<file path="src/rtl/cplx_conj_pipe.sv">
// Two-stage valid/ready pipeline applying a per-sample complex operation
// (pass, conjugate, negate, swap, times +/-j) with saturating negation and a saturation counter.
module cplx_conj_pipe #(
    parameter int W  = 16,
    parameter int CW = 8
) (
    input  logic          clk,
    input  logic          reset,
    input  logic          in_valid,
    output logic          in_ready,
    input  logic [2:0]    mode,
    input  logic [W-1:0]  x_i,
    input  logic [W-1:0]  x_q,
    output logic          out_valid,
    input  logic          out_ready,
    output logic [W-1:0]  y_i,
    output logic [W-1:0]  y_q,
    output logic [CW-1:0] sat_cnt,
    input  logic          sat_clr
);

    localparam logic [W-1:0]  MIN_V  = {1'b1, {(W-1){1'b0}}};
    localparam logic [W-1:0]  MAX_V  = {1'b0, {(W-1){1'b1}}};
    localparam logic [W-1:0]  ONE_V  = {{(W-1){1'b0}}, 1'b1};
    localparam logic [CW-1:0] CNT_MAX = {CW{1'b1}};
    localparam logic [CW-1:0] CNT_ONE = {{(CW-1){1'b0}}, 1'b1};

    // Returns {saturated, value}; only the most negative input cannot be negated exactly.
    function automatic logic [W:0] neg_sat(input logic [W-1:0] v);
        logic [W:0] r;
        if (v == MIN_V) begin
            r = {1'b1, MAX_V};
        end else begin
            r = {1'b0, (~v) + ONE_V};
        end
        return r;
    endfunction

    logic          s1_valid_q, s1_valid_d;
    logic [W-1:0]  s1_i_q, s1_i_d, s1_q_q, s1_q_d;
    logic          s2_valid_q, s2_valid_d;
    logic [W-1:0]  y_i_q, y_i_d, y_q_q, y_q_d;
    logic [CW-1:0] sat_cnt_q, sat_cnt_d;

    logic [W:0]    neg_i_s, neg_q_s;
    logic [W-1:0]  res_i_s, res_q_s;
    logic          sat_s;
    logic          s1_adv_s, in_xfer_s, s2_xfer_s;

    // Datapath: operation select and saturation detection on the incoming sample.
    always_comb begin
        neg_i_s = neg_sat(x_i);
        neg_q_s = neg_sat(x_q);
        res_i_s = x_i;
        res_q_s = x_q;
        sat_s   = 1'b0;
        case (mode)
            3'd1: begin
                res_q_s = neg_q_s[W-1:0];
                sat_s   = neg_q_s[W];
            end
            3'd2: begin
                res_i_s = neg_i_s[W-1:0];
                res_q_s = neg_q_s[W-1:0];
                sat_s   = neg_i_s[W] | neg_q_s[W];
            end
            3'd3: begin
                res_i_s = x_q;
                res_q_s = x_i;
            end
            3'd4: begin
                res_i_s = neg_q_s[W-1:0];
                res_q_s = x_i;
                sat_s   = neg_q_s[W];
            end
            3'd5: begin
                res_i_s = x_q;
                res_q_s = neg_i_s[W-1:0];
                sat_s   = neg_i_s[W];
            end
            default: begin
                res_i_s = x_i;
                res_q_s = x_q;
                sat_s   = 1'b0;
            end
        endcase
    end

    // Handshake: S1 drains into S2 when S2 is empty or emptying this cycle.
    always_comb begin
        s2_xfer_s = s2_valid_q & out_ready;
        s1_adv_s  = s1_valid_q & (~s2_valid_q | out_ready);
        in_ready  = reset & (~s1_valid_q | s1_adv_s);
        in_xfer_s = in_valid & in_ready;
    end

    // Next-state for both stages and the saturation counter.
    always_comb begin
        s1_valid_d = s1_valid_q;
        s1_i_d     = s1_i_q;
        s1_q_d     = s1_q_q;
        if (in_xfer_s) begin
            s1_valid_d = 1'b1;
            s1_i_d     = res_i_s;
            s1_q_d     = res_q_s;
        end else if (s1_adv_s) begin
            s1_valid_d = 1'b0;
        end else begin
            s1_valid_d = s1_valid_q;
        end

        s2_valid_d = s2_valid_q;
        y_i_d      = y_i_q;
        y_q_d      = y_q_q;
        if (s1_adv_s) begin
            s2_valid_d = 1'b1;
            y_i_d      = s1_i_q;
            y_q_d      = s1_q_q;
        end else if (s2_xfer_s) begin
            // Outputs read as zero whenever nothing valid is presented.
            s2_valid_d = 1'b0;
            y_i_d      = {W{1'b0}};
            y_q_d      = {W{1'b0}};
        end else begin
            s2_valid_d = s2_valid_q;
        end

        sat_cnt_d = sat_cnt_q;
        if (sat_clr) begin
            sat_cnt_d = (in_xfer_s & sat_s) ? CNT_ONE : {CW{1'b0}};
        end else if (in_xfer_s && sat_s && (sat_cnt_q != CNT_MAX)) begin
            sat_cnt_d = sat_cnt_q + CNT_ONE;
        end else begin
            sat_cnt_d = sat_cnt_q;
        end
    end

    // State registers with synchronous active-low reset.
    always_ff @(posedge clk) begin
        if (!reset) begin
            s1_valid_q <= 1'b0;
            s1_i_q     <= {W{1'b0}};
            s1_q_q     <= {W{1'b0}};
            s2_valid_q <= 1'b0;
            y_i_q      <= {W{1'b0}};
            y_q_q      <= {W{1'b0}};
            sat_cnt_q  <= {CW{1'b0}};
        end else begin
            s1_valid_q <= s1_valid_d;
            s1_i_q     <= s1_i_d;
            s1_q_q     <= s1_q_d;
            s2_valid_q <= s2_valid_d;
            y_i_q      <= y_i_d;
            y_q_q      <= y_q_d;
            sat_cnt_q  <= sat_cnt_d;
        end
    end

    assign out_valid = s2_valid_q;
    assign y_i       = y_i_q;
    assign y_q       = y_q_q;
    assign sat_cnt   = sat_cnt_q;

endmodule

</file>
<file path="config.mk">
export PLATFORM = sky130hd
export DESIGN_NAME = cplx_conj_pipe
export DESIGN_NICKNAME = d
export VERILOG_FILES = /design/src/rtl/cplx_conj_pipe.sv
export SDC_FILE = /design/constraint.sdc
export NUM_CORES = 1
export LEC_CHECK = 0
export CAP_MARGIN = 20
export CORE_MARGIN = 2
export CORE_UTILIZATION = 33
export CTS_BUF_LIST = sky130_fd_sc_hd__clkbuf_8
export CTS_CLUSTER_SIZE = 16
export DETAILED_ROUTE_END_ITERATION = 8
export HOLD_SLACK_MARGIN = 0.03
export PLACE_DENSITY = 0.65
export SYNTH_ARGS = -nofsm -noshare
export SYNTH_HDL_FRONTEND = slang
export SYNTH_SLANG_ARGS = --single-unit
</file>
<file path="constraint.sdc">
create_clock -name clk -period 2.7 [get_ports clk]
set_input_delay 0.405 -clock clk [delete_from_list [all_inputs] [get_ports clk]]
set_output_delay 0.405 -clock clk [all_outputs]
set_load 0.02 [all_outputs]
</file>
; Word-level counts from Yosys, hierarchy flattened
; Index checks and enable logic that the tools add are counted.
; W data, S select, Z words.
[totals]
ff_bits = 74
latch_bits = 0
ram_bits = 0
romBits = 0
out_inout_bits = 42
n_memories = 0
[classes]
add_sub_neg = 3
mul = 0
n_div = 0
order_cmp = 0
n_eq_ne = 8
shift = 0
muxes = 15
bitwise_logic = 12
n_reduce_logical = 9
[op_table]
columns = op, n
row1 = $pmux W16 S3, 2
row2 = $mux W16, 3
row3 = $mux W17, 2
row4 = $add A16 B1 Y16 const B, 2
row5 = $eq A16 B16 Y1 const B, 2
row6 = $not A16 Y16, 2
row7 = $mux W8, 2
row8 = $add A8 B1 Y8 const B, 1
row9 = $ne A8 B8 Y1 const B, 1
row10 = $reduce_or A2 Y1, 4
row11 = $eq A3 B2 Y1 const B, 2
row12 = $eq A3 B3 Y1 const B, 2
row13 = $reduce_bool A2 Y1, 3
row14 = $and A1 B1 Y1, 5
row15 = $mux W1, 5
row16 = $eq A3 B1 Y1 const B, 1
row17 = $or A1 B1 Y1, 3
row18 = $pmux W1 S3, 1
row19 = $logic_and A1 B1 Y1, 2
row20 = $not A1 Y1, 2

; Longest topological paths before layout
; Gate-level depths: netlist of run 1.
[logic_depth]
ltp_word = 10
depth_mapped = 9

; Worst setup path before layout of run 1
; Ideal clock, no wire load.
[synth_timing]
kind = input -> register
start = input x_i[0]
end = register sat_cnt_q[0] (netlist: sat_cnt[0])
setup_time_ps = 117
arrival_time_ps = 2192
required_ps = 2583
path_slack_ps = 391
stages = 8
cell_sequence = inv_1 ha_1 or3b_2 nor3_4 nand3_1 o221ai_4 nand2_2 a32o_1
[synth_via]
elab_chain_cells = 7
[synth_lines]
columns = element, line
row1 = from (decl), 12  ; input logic [W-1:0] x_i,
row2 = $eq A16 B16 Y1 *, 31  ; if (v == MIN_V) begin
row3 = $mux W17 *, 31
row4 = $or A1 B1 Y1, 65  ; sat_s = neg_i_s[W] | neg_q_s[W];
row5 = $pmux W1 S3 *, 57  ; case (mode)
row6 = $and A1 B1 Y1 or $logic_and A1 B1 Y1 (tied branches), "130, 131"
row7 = $mux W1 or $logic_and A1 B1 Y1 (tied branches), "130, 131"
row8 = $mux W8 or $reduce_bool A2 Y1 (tied branches), --
row9 = to (signal assigned), 147  ; sat_cnt_q <= {CW{1'b0}};
row10 = to (signal assigned), 155  ; sat_cnt_q <= sat_cnt_d;
row11 = to (decl), 43  ; logic [CW-1:0] sat_cnt_q, sat_cnt_d;
; Every way passes the cells marked *; elsewhere a longest branch is shown, timed or not.
; A chain may end at the register's enable or synchronous reset.

; Worst setup path in the final report of run 1
; Ends and elaborated chain as after synthesis.

==> out/metrics.yaml, run 1 <==
power_and_ir_drop:
  ir_drop_mv: 0.1915
  power.leakage_nw: 2.778
  design_power_total_mw: 2.827
  powerDensity_nw_per_um2: 389.1
route:
  viasPerCell: 5.681
  drt-pass1-iter-count: 5
  wl_mm: 21.86
  ant_nets: 0
  wl_met2_mm: 9.505
  drc_errors: 0
  route.met3.wl_mm: 1.513
  wl_per_cell_um: 20.56
  first_iter_violations: 516
  vias: 6039
  highest-signal-layer: "met4"
  met1_length_mm: 9.852
placed_design:
  io_buffers: 81
  dp_slack_ns: -0.1527
  dp.final_hpwl_mm: 17.46
  gp_congestion: 1.002
job:
  cap_viol_max_count: 0
logic_synthesis:
  yosysWarnings: 0
  syn-cell-area_um2: 5169
  post_synth_num_cell_types: 79
  synth_edf_count: 0
  synth_nets: 713
  synthTopCellsByArea: "dfxtp_1, a22oi_1, nor2b_1"
  async_flop_share_pct: 0
  ys.flop_type: "dfxtp_1"
  synth_area_per_cell_um2: 7.714
  synth_cells: 670
  synth-seq-cells: 74
  yosysTopAreaCell: "dfxtp_1"
  synth_top_area_share_pct: 28.66
  ys_seq_area_share_pct: 28.66
clocking:
  clock_latency_ns: 0.37
  cts.htree.levels: 3
  cts_tree: "done"
  ctsResizeCount: 0
  cts_buffers: 9
  cts_setup_buffers: 0
  cts_sinks: 74
  clk_pin_slew_worst_paths_ns: 0.09
  cts-root-buf: "clkbuf_8"
  clock_path_buffers: 2
  hold_buffers: 0
setup_path:
  critPathLaunchType: "input pin"
  end_kind: "flop"
  r2r_cells: 7
  path_max_fanout: 9
  cp.required_ns: 2.97
  crit_arrival_ns: 2.73
  path_class: "input pin to flop"
  r2r-end: "s1_q_q[9]$_SDFFE_PN0P_"
  r2r-start: "out_valid$_SDFFE_PN0P_"
  r2r_setup_slack_ns: 0.94
sta:
  finalWorstSetupSlack_ns: 0.2340
  whs_ns: 0.4513
  report.final.setup_viol: 0
  fmax_mhz: 405.5
  clock_skew_ns: 0.01191
  fin_crit_sh_pct: 91.33
  finalMaxSlewViolations: 0
  final.setup.tns_ns: 0
  hold_viol: 0
  rsz0062_at_grt: "false"
  slew_headroom_pct: 67.91
  tightest_slew_ns: 0.4793
  fin_crit_ns: 2.466
cells_and_area:
  drive_above_1_share_pct: 23.12
  fillerInstances: 1567
  fin_util_pct: 47.62
  insertedDiodeCount: 0
  final-seq-area_um2: 1481
  multiInputGateArea_um2: 3337
  areaGrowthSynthToFinish_pct: 40.57
  final_nets: 890
die:
  die-area_um2: 16680
  die-height_um: 129.2
  die_w_um: 129.2
  core_area_um2: 15260
  initial_core_util_pct: 33.87
  io_pins: 82
  std_cell_rows: 45
hold_path:
  min_to: "s1_i_q[15]$_SDFFE_PN0P_"
  hold_path_class: "flop to flop"
  worstHoldPathCells: 2
  hp-start: "s1_i_q[15]$_SDFFE_PN0P_"
global_routing:
  grt_pass1_vias: 5687
  antenna_found_initial: 0
  grt_remaining_overflow: 0
  grt_start_max_net_pins: 37
  grt_pass1_wl_mm: 33.59
  grtUsageTotal_pct: 26.54
run_status:
  outcome: "finished, final reports clean"
-- worst max path at each step --
stage                                    endpoint  cells after the start   start  slack, ns
final                     sat_cnt[0]$_SDFFE_PN0P_                      9  x_i[0]       0.23
after global placement    s1_q_q[14]$_SDFFE_PN0P_                      9  x_i[0]      -0.16
after CTS                 sat_cnt[0]$_SDFFE_PN0P_                      9  x_i[0]       0.24
after detailed placement  sat_cnt[0]$_SDFFE_PN0P_                      9  x_i[0]      -0.15
after floorplan           sat_cnt[0]$_SDFFE_PN0P_                      8  x_i[0]       0.39
after global routing       s1_i_q[0]$_SDFFE_PN0P_                     11  x_i[0]       0.03
-- cell families (layout without fill, tap and decap cells) --
logic type	count (synthesis)	count (layout)	share of synthesized area [%]
simple gates	254	254	26.73
compound gates	240	240	32.46
flops	74	74	28.66
buf+inv	74	256	6.899
xor+xnor	13	13	2.203
mux	10	10	1.937
fa+ha+maj	5	5	1.114
-- through the flow --
| stage | cells | area (µm²) |
|---|---|---|
| global placement | 1047 | 7076 |
| floorplan | 670 | 5169 |
| CTS | 1063 | 7266 |
| detailed placement | 1047 | 7076 |
| global route | 1063 | 7266 |
| finish | 1063 | 7266 |
-- power breakdown --
group	switching (mW)	leakage [nW]	internal [mW]
clock	0.445	0.0955	0.387
sequential	0.0421	0.605	1.16
combinational	0.441	2.08	0.357
total	0.928	2.78	1.90
-- metal layers --
metal	vias to the layer above	GRT usage, %
li1	2882	-
met1	2838	36.99
met2	268	39.94
met3	51	4.211
met4	0	12.79
met5	-	0
-- placed cells by master, fill, tap and decap left out, types with 5 or more instances in the layout --
master	synthesis	layout
buf_4	4	143
clkdlybuf4s50_1	0	81
dfxtp_1	74	74
nand2_1	64	64
o21ai_0	45	45
nor2_1	43	43
nor2b_1	39	38
a22oi_1	36	36
a21oi_1	35	35
nand3_1	18	18
nor3_1	18	18
a31oi_1	16	16
a221oi_1	13	13
inv_1	12	12
clkbuf_8	4	11
o211ai_1	9	9
mux2i_1	10	9
o22ai_1	9	9
nand2b_1	8	8
and3_1	8	8
xnor2_1	8	8
o21a_1	7	7
a211oi_1	7	7
or3_1	7	7
o31ai_1	7	7
nand4_1	6	6
o221ai_1	6	6
a31o_2	6	6
nor4_1	5	5
xor2_1	5	5
or4_1	5	5
o21ai_1	5	5
-- worst max-delay path, stage by stage --
cell and delay, ns:
clkdlybuf4s50_1 0.41, inv_1 0.09, ha_1 0.18, or3b_2 0.53
nor3_4 0.26, nand3_1 0.18, o221ai_4 0.32, nand2_2 0.11
a32o_1 0.25
-- state kept, by name, indices dropped and copies added, names as in the netlist --
| name | cells |
|---|---|
| out_valid | 1 |
| s1_valid_q | 1 |
| y_q | 16 |
| s1_i_q | 16 |
| y_i | 16 |
| sat_cnt | 8 |
| s1_q_q | 16 |
-- Yosys cell counts (4+ instances only) --
library cell	number
nor3b_1	4
nand2_1	64
or4_1	5
or3_1	7
o221ai_1	6
nor4_2	4
nand4_1	6
a21o_1	4
inv_1	12
o31ai_1	7
buf_4	4
a31o_2	6
clkbuf_8	4
nand2b_1	8
xor2_1	5
o211ai_1	9
buf_2	7
a211oi_1	7
a221o_1	4
nor2b_1	39
a21oi_1	35
a31oi_1	16
a32oi_1	4
nand3_1	18
dfxtp_1	74
buf_1	4
nor3_1	18
mux2i_1	10
and3_1	8
nor2_1	43
clkbuf_1	40
o22ai_1	9
o21ai_1	5
nor4_1	5
o21a_1	7
a22oi_1	36
xnor2_1	8
a221oi_1	13
o21ai_0	45
-- area by class of cell --
class	count	area share (%)
clock inverters	5	0.5338
repair buffers	227	26.76
well taps	211	3.634
multi-input cells	522	45.93
inverters	13	0.6716
clock buffers	11	2.084
flip-flops and latches	74	20.39
Note: power is estimated with default switching activity, not from simulation.
==> run 2: changes to the inputs <==
--- a/config.mk
+++ b/config.mk
@@ -5,7 +5,7 @@
 export SDC_FILE = /design/constraint.sdc
 export NUM_CORES = 1
 export LEC_CHECK = 0
-export CAP_MARGIN = 20
+export ABC_CLOCK_PERIOD_IN_PS = 3140
 export CORE_MARGIN = 2
 export CORE_UTILIZATION = 33
 export CTS_BUF_LIST = sky130_fd_sc_hd__clkbuf_8
==> constraint.sdc (replaced) <==
create_clock -name clk -period 3.14 [get_ports clk]
set_input_delay 0.471 -clock clk [delete_from_list [all_inputs] [get_ports clk]]
set_output_delay 0.471 -clock clk [all_outputs]
set_load 0.02 [all_outputs]
==> run 2 against run 1 <==
Net effect: count of clock-buffer cells in the layout down 2; global-route usage is 0.17 points lower; clock power up 9.9%; via count grew 1.9%; critical path depth unchanged; die area stayed put; final cell count decreased by 3.8%; hold slack better by 0.012 ns; register-to-register slack better by 0.07 ns; combinational power fell by 18%; first-iteration DRC count grew 14%.
==> out/metrics.yaml, run 2 (synthesis results as in run 1) <==
route:
  vias: 6154
  ant_nets: 0
  viasPerCell: 6.016
  drc_errors: 0
  first_iter_violations: 586
  wl_per_cell_um: 21.46
  drt-pass1-iter-count: 5
  wl_mm: 21.95
clocking:
  cts_tree: "done"
  clock_latency_ns: 0.37
  cts.htree.levels: 3
  clock_path_buffers: 2
  cts-root-buf: "clkbuf_8"
  cts_setup_buffers: 0
  clk_pin_slew_worst_paths_ns: 0.09
  cts_buffers: 9
  ctsResizeCount: 0
  hold_buffers: 0
  cts_sinks: 74
setup_path:
  r2r-start: "out_valid$_SDFFE_PN0P_"
  path_delay_family: "simple AND/OR/NAND/NOR gates"
  worstPathCellList: "clkdlybuf4s50_1 -> inv_1 -> ha_1 -> or3b_2 -> nor3_4 -> nand3_1 -> o221ai_4 -> nand2_2 -> a32o_1"
  path_class: "input pin to flop"
  crit_slowest_cell: "or3b_2"
  cp.required_ns: 3.41
  path_max_fanout: 9
  end_kind: "flop"
  critPathLaunchType: "input pin"
  r2r_setup_slack_ns: 1.01
  cp.buffers_inverters: 2
  crit_arrival_ns: 2.96
  crit_path_start: "x_i[0]"
  cp_slowest_stage_delay_ns: 0.54
power_and_ir_drop:
  design_power_total_mw: 2.600
  seq_power_share_pct: 39.7
  p_int_mw: 1.798
  powerDensity_nw_per_um2: 372.6
  ir_drop_mv: 0.2161
  swShare_pct: 30.83
  power.switching_mw: 0.8015
  comb_power_share_pct: 25.1
  power.leakage_nw: 2.601
  p_clk_share_pct: 35.2
cells_and_area:
  final_common_cell: "buf_4"
  final_nets: 850
  areaGrowthSynthToFinish_pct: 35.00
  final_cell_mix: "buf_4, clkdlybuf4s50_1, dfxtp_1, nand2_1, o21ai_0"
  drive_above_1_share_pct: 19.33
  fin_cells: 1023
  insertedDiodeCount: 0
sta:
  finalWorstSetupSlack_ns: 0.4546
  hold_viol: 0
  rsz0062_at_grt: "false"
  report.final.setup_viol: 0
  slew_headroom_pct: 58.92
  finalMaxSlewViolations: 0
  fin_crit_sh_pct: 85.52
  tightest_slew_ns: 0.6161
  clock_skew_ns: 0.01374
  fin_crit_ns: 2.685
  fmax_mhz: 372.4
  final.setup.tns_ns: 0
global_routing:
  grt_remaining_overflow: 0
  grtUsageTotal_pct: 26.37
  use_met2_pct: 40.06
  grt_start_max_net_pins: 39
  grt_pass1_vias: 5612
  use_met1_pct: 36.44
  use_met3_pct: 5.285
  grt.busiest_layer: "met2"
  grt_pass1_wl_mm: 33.41
  antenna_found_initial: 0
die:
  core_area_um2: 15260
  std_cell_rows: 45
  die-area_um2: 16680
  die-height_um: 129.2
  die_w_um: 129.2
  io_pins: 82
  initial_core_util_pct: 33.87
placed_design:
  dp.final_hpwl_mm: 17.21
  dp_slack_ns: 0.08820
  io_buffers: 81
  gp_congestion: 1.018
  numPlacedInstances: 1007
hold_path:
  hp-start: "s1_q_q[12]$_SDFFE_PN0P_"
  hold_path_class: "flop to flop"
run_status:
  outcome: "finished, final reports clean"
job:
  cap_viol_max_count: 0
## run 2: cell count changes in the layout (fill, tap and decap cells not counted), sizes merged
cell / before / now
buf: 146 / 106
bufinv: 0 / 3
clkbuf: 11 / 9
clkinv: 4 / 2
inv: 13 / 14
## run 2: power groups by stage
stage | combinational [mW] | clock, mW | sequential, mW
after floorplan | 0.324 | 0 | 1.06
after global placement | 0.639 | 0 | 1.05
after detailed placement | 0.634 | 0 | 1.05
after CTS | 0.636 | 0.932 | 1.03
after global routing | 0.693 | 0.974 | 1.04
final | 0.653 | 0.914 | 1.03
## run 2: metrics by stage
step / util (%) / area, µm² / hold WS, ns
after global placement: 44.16 / 6738 / 0.4429
after CTS: 45.73 / 6978 / 0.4636
after detailed placement: 44.16 / 6738 / 0.4424
final: 45.73 / 6978 / 0.4634
after global routing: 45.73 / 6978 / 0.4740
after floorplan: - / 5169 / 0.4249
## run 2: layout make-up
| type | instances | area [µm²] |
|---|---|---|
| sequential | 74 | 1481 |
| fill | 1549 | 8280 |
| inverter | 13 | 48.80 |
| multi-input combinational | 522 | 3337 |
| clock inverter | 7 | 116.4 |
| timing repair buffer | 187 | 1607 |
| tap | 211 | 264.0 |
| clock buffer | 9 | 123.9 |
## run 2: path summary, 6_finish.rpt
check / endpoint / depth (start not counted)
min: s1_q_q[12]$_SDFFE_PN0P_ / 1
max reg2reg: sat_cnt[2]$_SDFFE_PN0P_ / 6
max: sat_cnt[0]$_SDFFE_PN0P_ / 9
min reg2reg: s1_q_q[12]$_SDFFE_PN0P_ / 1
## run 2: worst register-to-register path, cell delays in order (launching register included)
cell and delay (ns):
dfxtp_1 0.35, nand3b_1 0.16, nand3_1 0.32, a31oi_1 0.53
nand4b_1 0.21, o311ai_1 0.33, o41ai_1 0.13
## run 2: routing by layer
| metal | share of wire (%) | wire length [µm] | up-vias |
|---|---|---|---|
| met4 | 4.2 | 918 | 0 |
| met2 | 43 | 9497 | 367 |
| met5 | 0 | 0 | - |
| met3 | 8.3 | 1827 | 58 |
| met1 | 44 | 9710 | 2926 |
| li1 | - | - | 2803 |
==> run 3: changes to the inputs <==
--- a/config.mk
+++ b/config.mk
@@ -5,14 +5,14 @@
 export SDC_FILE = /design/constraint.sdc
 export NUM_CORES = 1
 export LEC_CHECK = 0
-export ABC_CLOCK_PERIOD_IN_PS = 3140
+export ABC_CLOCK_PERIOD_IN_PS = 3200
 export CORE_MARGIN = 2
 export CORE_UTILIZATION = 33
 export CTS_BUF_LIST = sky130_fd_sc_hd__clkbuf_8
 export CTS_CLUSTER_SIZE = 16
 export DETAILED_ROUTE_END_ITERATION = 8
 export HOLD_SLACK_MARGIN = 0.03
-export PLACE_DENSITY = 0.65
+export PLACE_DENSITY = 0.62
 export SYNTH_ARGS = -nofsm -noshare
 export SYNTH_HDL_FRONTEND = slang
 export SYNTH_SLANG_ARGS = --single-unit
==> constraint.sdc (replaced) <==
create_clock -name clk -period 3.2 [get_ports clk]
set_input_delay 0.48 -clock clk [delete_from_list [all_inputs] [get_ports clk]]
set_output_delay 0.48 -clock clk [all_outputs]
set_load 0.02 [all_outputs]
==> run 3 against run 2 <==
Net effect: design area down 1.1%; sequential share of layout area is 0.25 points higher; register-to-register slack gained 0.11 ns; first-iteration DRC count decreased by 6.7%; non-clock buffer count shrank 9; count of clock-buffer cells in the layout rose by 1; largest cell class unchanged.
==> out/metrics.yaml, run 3 (synthesis results as in run 1) <==
setup_path:
  crit_arrival_ns: 3.13
  critPathLaunchType: "input pin"
  path_class: "input pin to flop"
  end_kind: "flop"
  r2r-start: "out_valid$_SDFFE_PN0P_"
  cp.required_ns: 3.52
  path_max_fanout: 10
  crit_path_start: "x_i[15]"
sta:
  tightest_slew_ns: 1.003
  hold_viol: 0
  rsz0062_at_grt: "false"
  final.setup.tns_ns: 0
  finalMaxSlewViolations: 0
  clock_skew_ns: 0.01841
  finalWorstSetupSlack_ns: 0.3863
  report.final.setup_viol: 0
  slew_headroom_pct: 33.00
  whs_ns: 0.4704
  fin_crit_ns: 2.814
  fmax_mhz: 355.4
  fin_crit_sh_pct: 87.93
route:
  drt-pass1-iter-count: 5
  ant_nets: 0
  wl_per_cell_um: 22.78
  viasPerCell: 5.923
  vias: 6006
  first_iter_violations: 547
  wl_mm: 23.10
  drc_errors: 0
global_routing:
  antenna_found_initial: 0
  grt_pass1_vias: 5683
  grtUsageTotal_pct: 27.93
  grt_remaining_overflow: 0
  grt_start_max_net_pins: 38
  grt_pass1_wl_mm: 34.83
die:
  die_w_um: 129.2
  die-area_um2: 16680
  io_pins: 82
  std_cell_rows: 45
  initial_core_util_pct: 33.87
  core_area_um2: 15260
  die-height_um: 129.2
hold_path:
  hold_path_class: "flop to flop"
  hp-start: "s1_q_q[12]$_SDFFE_PN0P_"
clocking:
  clk_pin_slew_worst_paths_ns: 0.08
  clock_path_buffers: 2
  cts_tree: "done"
  cts_sinks: 74
  cts_buffers: 9
  cts.htree.levels: 3
  ctsResizeCount: 0
  clock_latency_ns: 0.38
  cts-root-buf: "clkbuf_8"
  cts_setup_buffers: 0
  hold_buffers: 0
run_status:
  outcome: "finished, final reports clean"
placed_design:
  io_buffers: 81
  gp_congestion: 0.9960
  dp.final_hpwl_mm: 18.02
  dp_slack_ns: 0.1023
  place_area_um2: 6695
cells_and_area:
  drive_above_1_share_pct: 18.43
  finish.instance_area_um2: 6898
  final_cell_mix: "buf_4, clkdlybuf4s50_1, dfxtp_1, nand2_1, o21ai_0"
  final_nets: 841
  final_common_cell: "buf_4"
  areaGrowthSynthToFinish_pct: 33.45
  insertedDiodeCount: 0
power_and_ir_drop:
  power.leakage_nw: 2.547
  ir_drop_mv: 0.1605
  powerDensity_nw_per_um2: 353.2
job:
  cap_viol_max_count: 0
[run 3: critical path, cell delays in order]
cell and delay, ns:
clkdlybuf4s50_1 0.50, nor3b_1 0.82, nand2_1 0.22, nor2_2 0.12, buf_4 0.19, buf_4 0.17, o21ai_1 0.07, a2111oi_0 0.40
a221o_1 0.17
[run 3: report_power, final]
group	leakage, nW	internal, mW	total, mW	switching (mW)
logic	1.84	0.270	0.645	0.375
clock network	0.103	0.383	0.779	0.396
registers	0.605	0.975	1.01	0.0375
[run 3: final timing paths]
kind,to,slack (ns),depth (start not counted)
worst min register to register,s1_q_q[12]$_SDFFE_PN0P_,0.47,1
worst max register to register,s1_q_q[9]$_SDFFE_PN0P_,1.12,7
worst min-delay path,s1_q_q[12]$_SDFFE_PN0P_,0.47,1
worst max-delay path,s1_q_q[7]$_SDFFE_PN0P_,0.39,9
[run 3: cell type report]
type,count,area [µm²]
Clock buffer,10,137.6
Clock inverter,6,65.06
Fill cell,1550,8361
Inverter,13,48.80
Multi-Input combinational cell,522,3337
Sequential cell,74,1481
Tap cell,211,264.0
Timing Repair Buffer,178,1564
[run 3: per-layer routing]
metal | global-route usage [%] | routed length, µm | share of wire (%) | vias to the layer above
met5 | 0 | 0 | 0 | -
met4 | 11.57 | 900 | 3.9 | 0
met3 | 4.294 | 1872 | 8.1 | 55
met2 | 42.41 | 10160 | 44 | 339
met1 | 39.45 | 10170 | 44 | 2828
li1 | - | - | - | 2784
[run 3: stage by stage]
step                      utilization, %  power, mW  cells
after floorplan                        -      1.354    670
after global placement             43.88      1.665    998
after detailed placement           43.88      1.664    998
after CTS                          45.21      2.437   1014
after global routing               45.21      2.538   1014
final                              45.21      2.436   1014
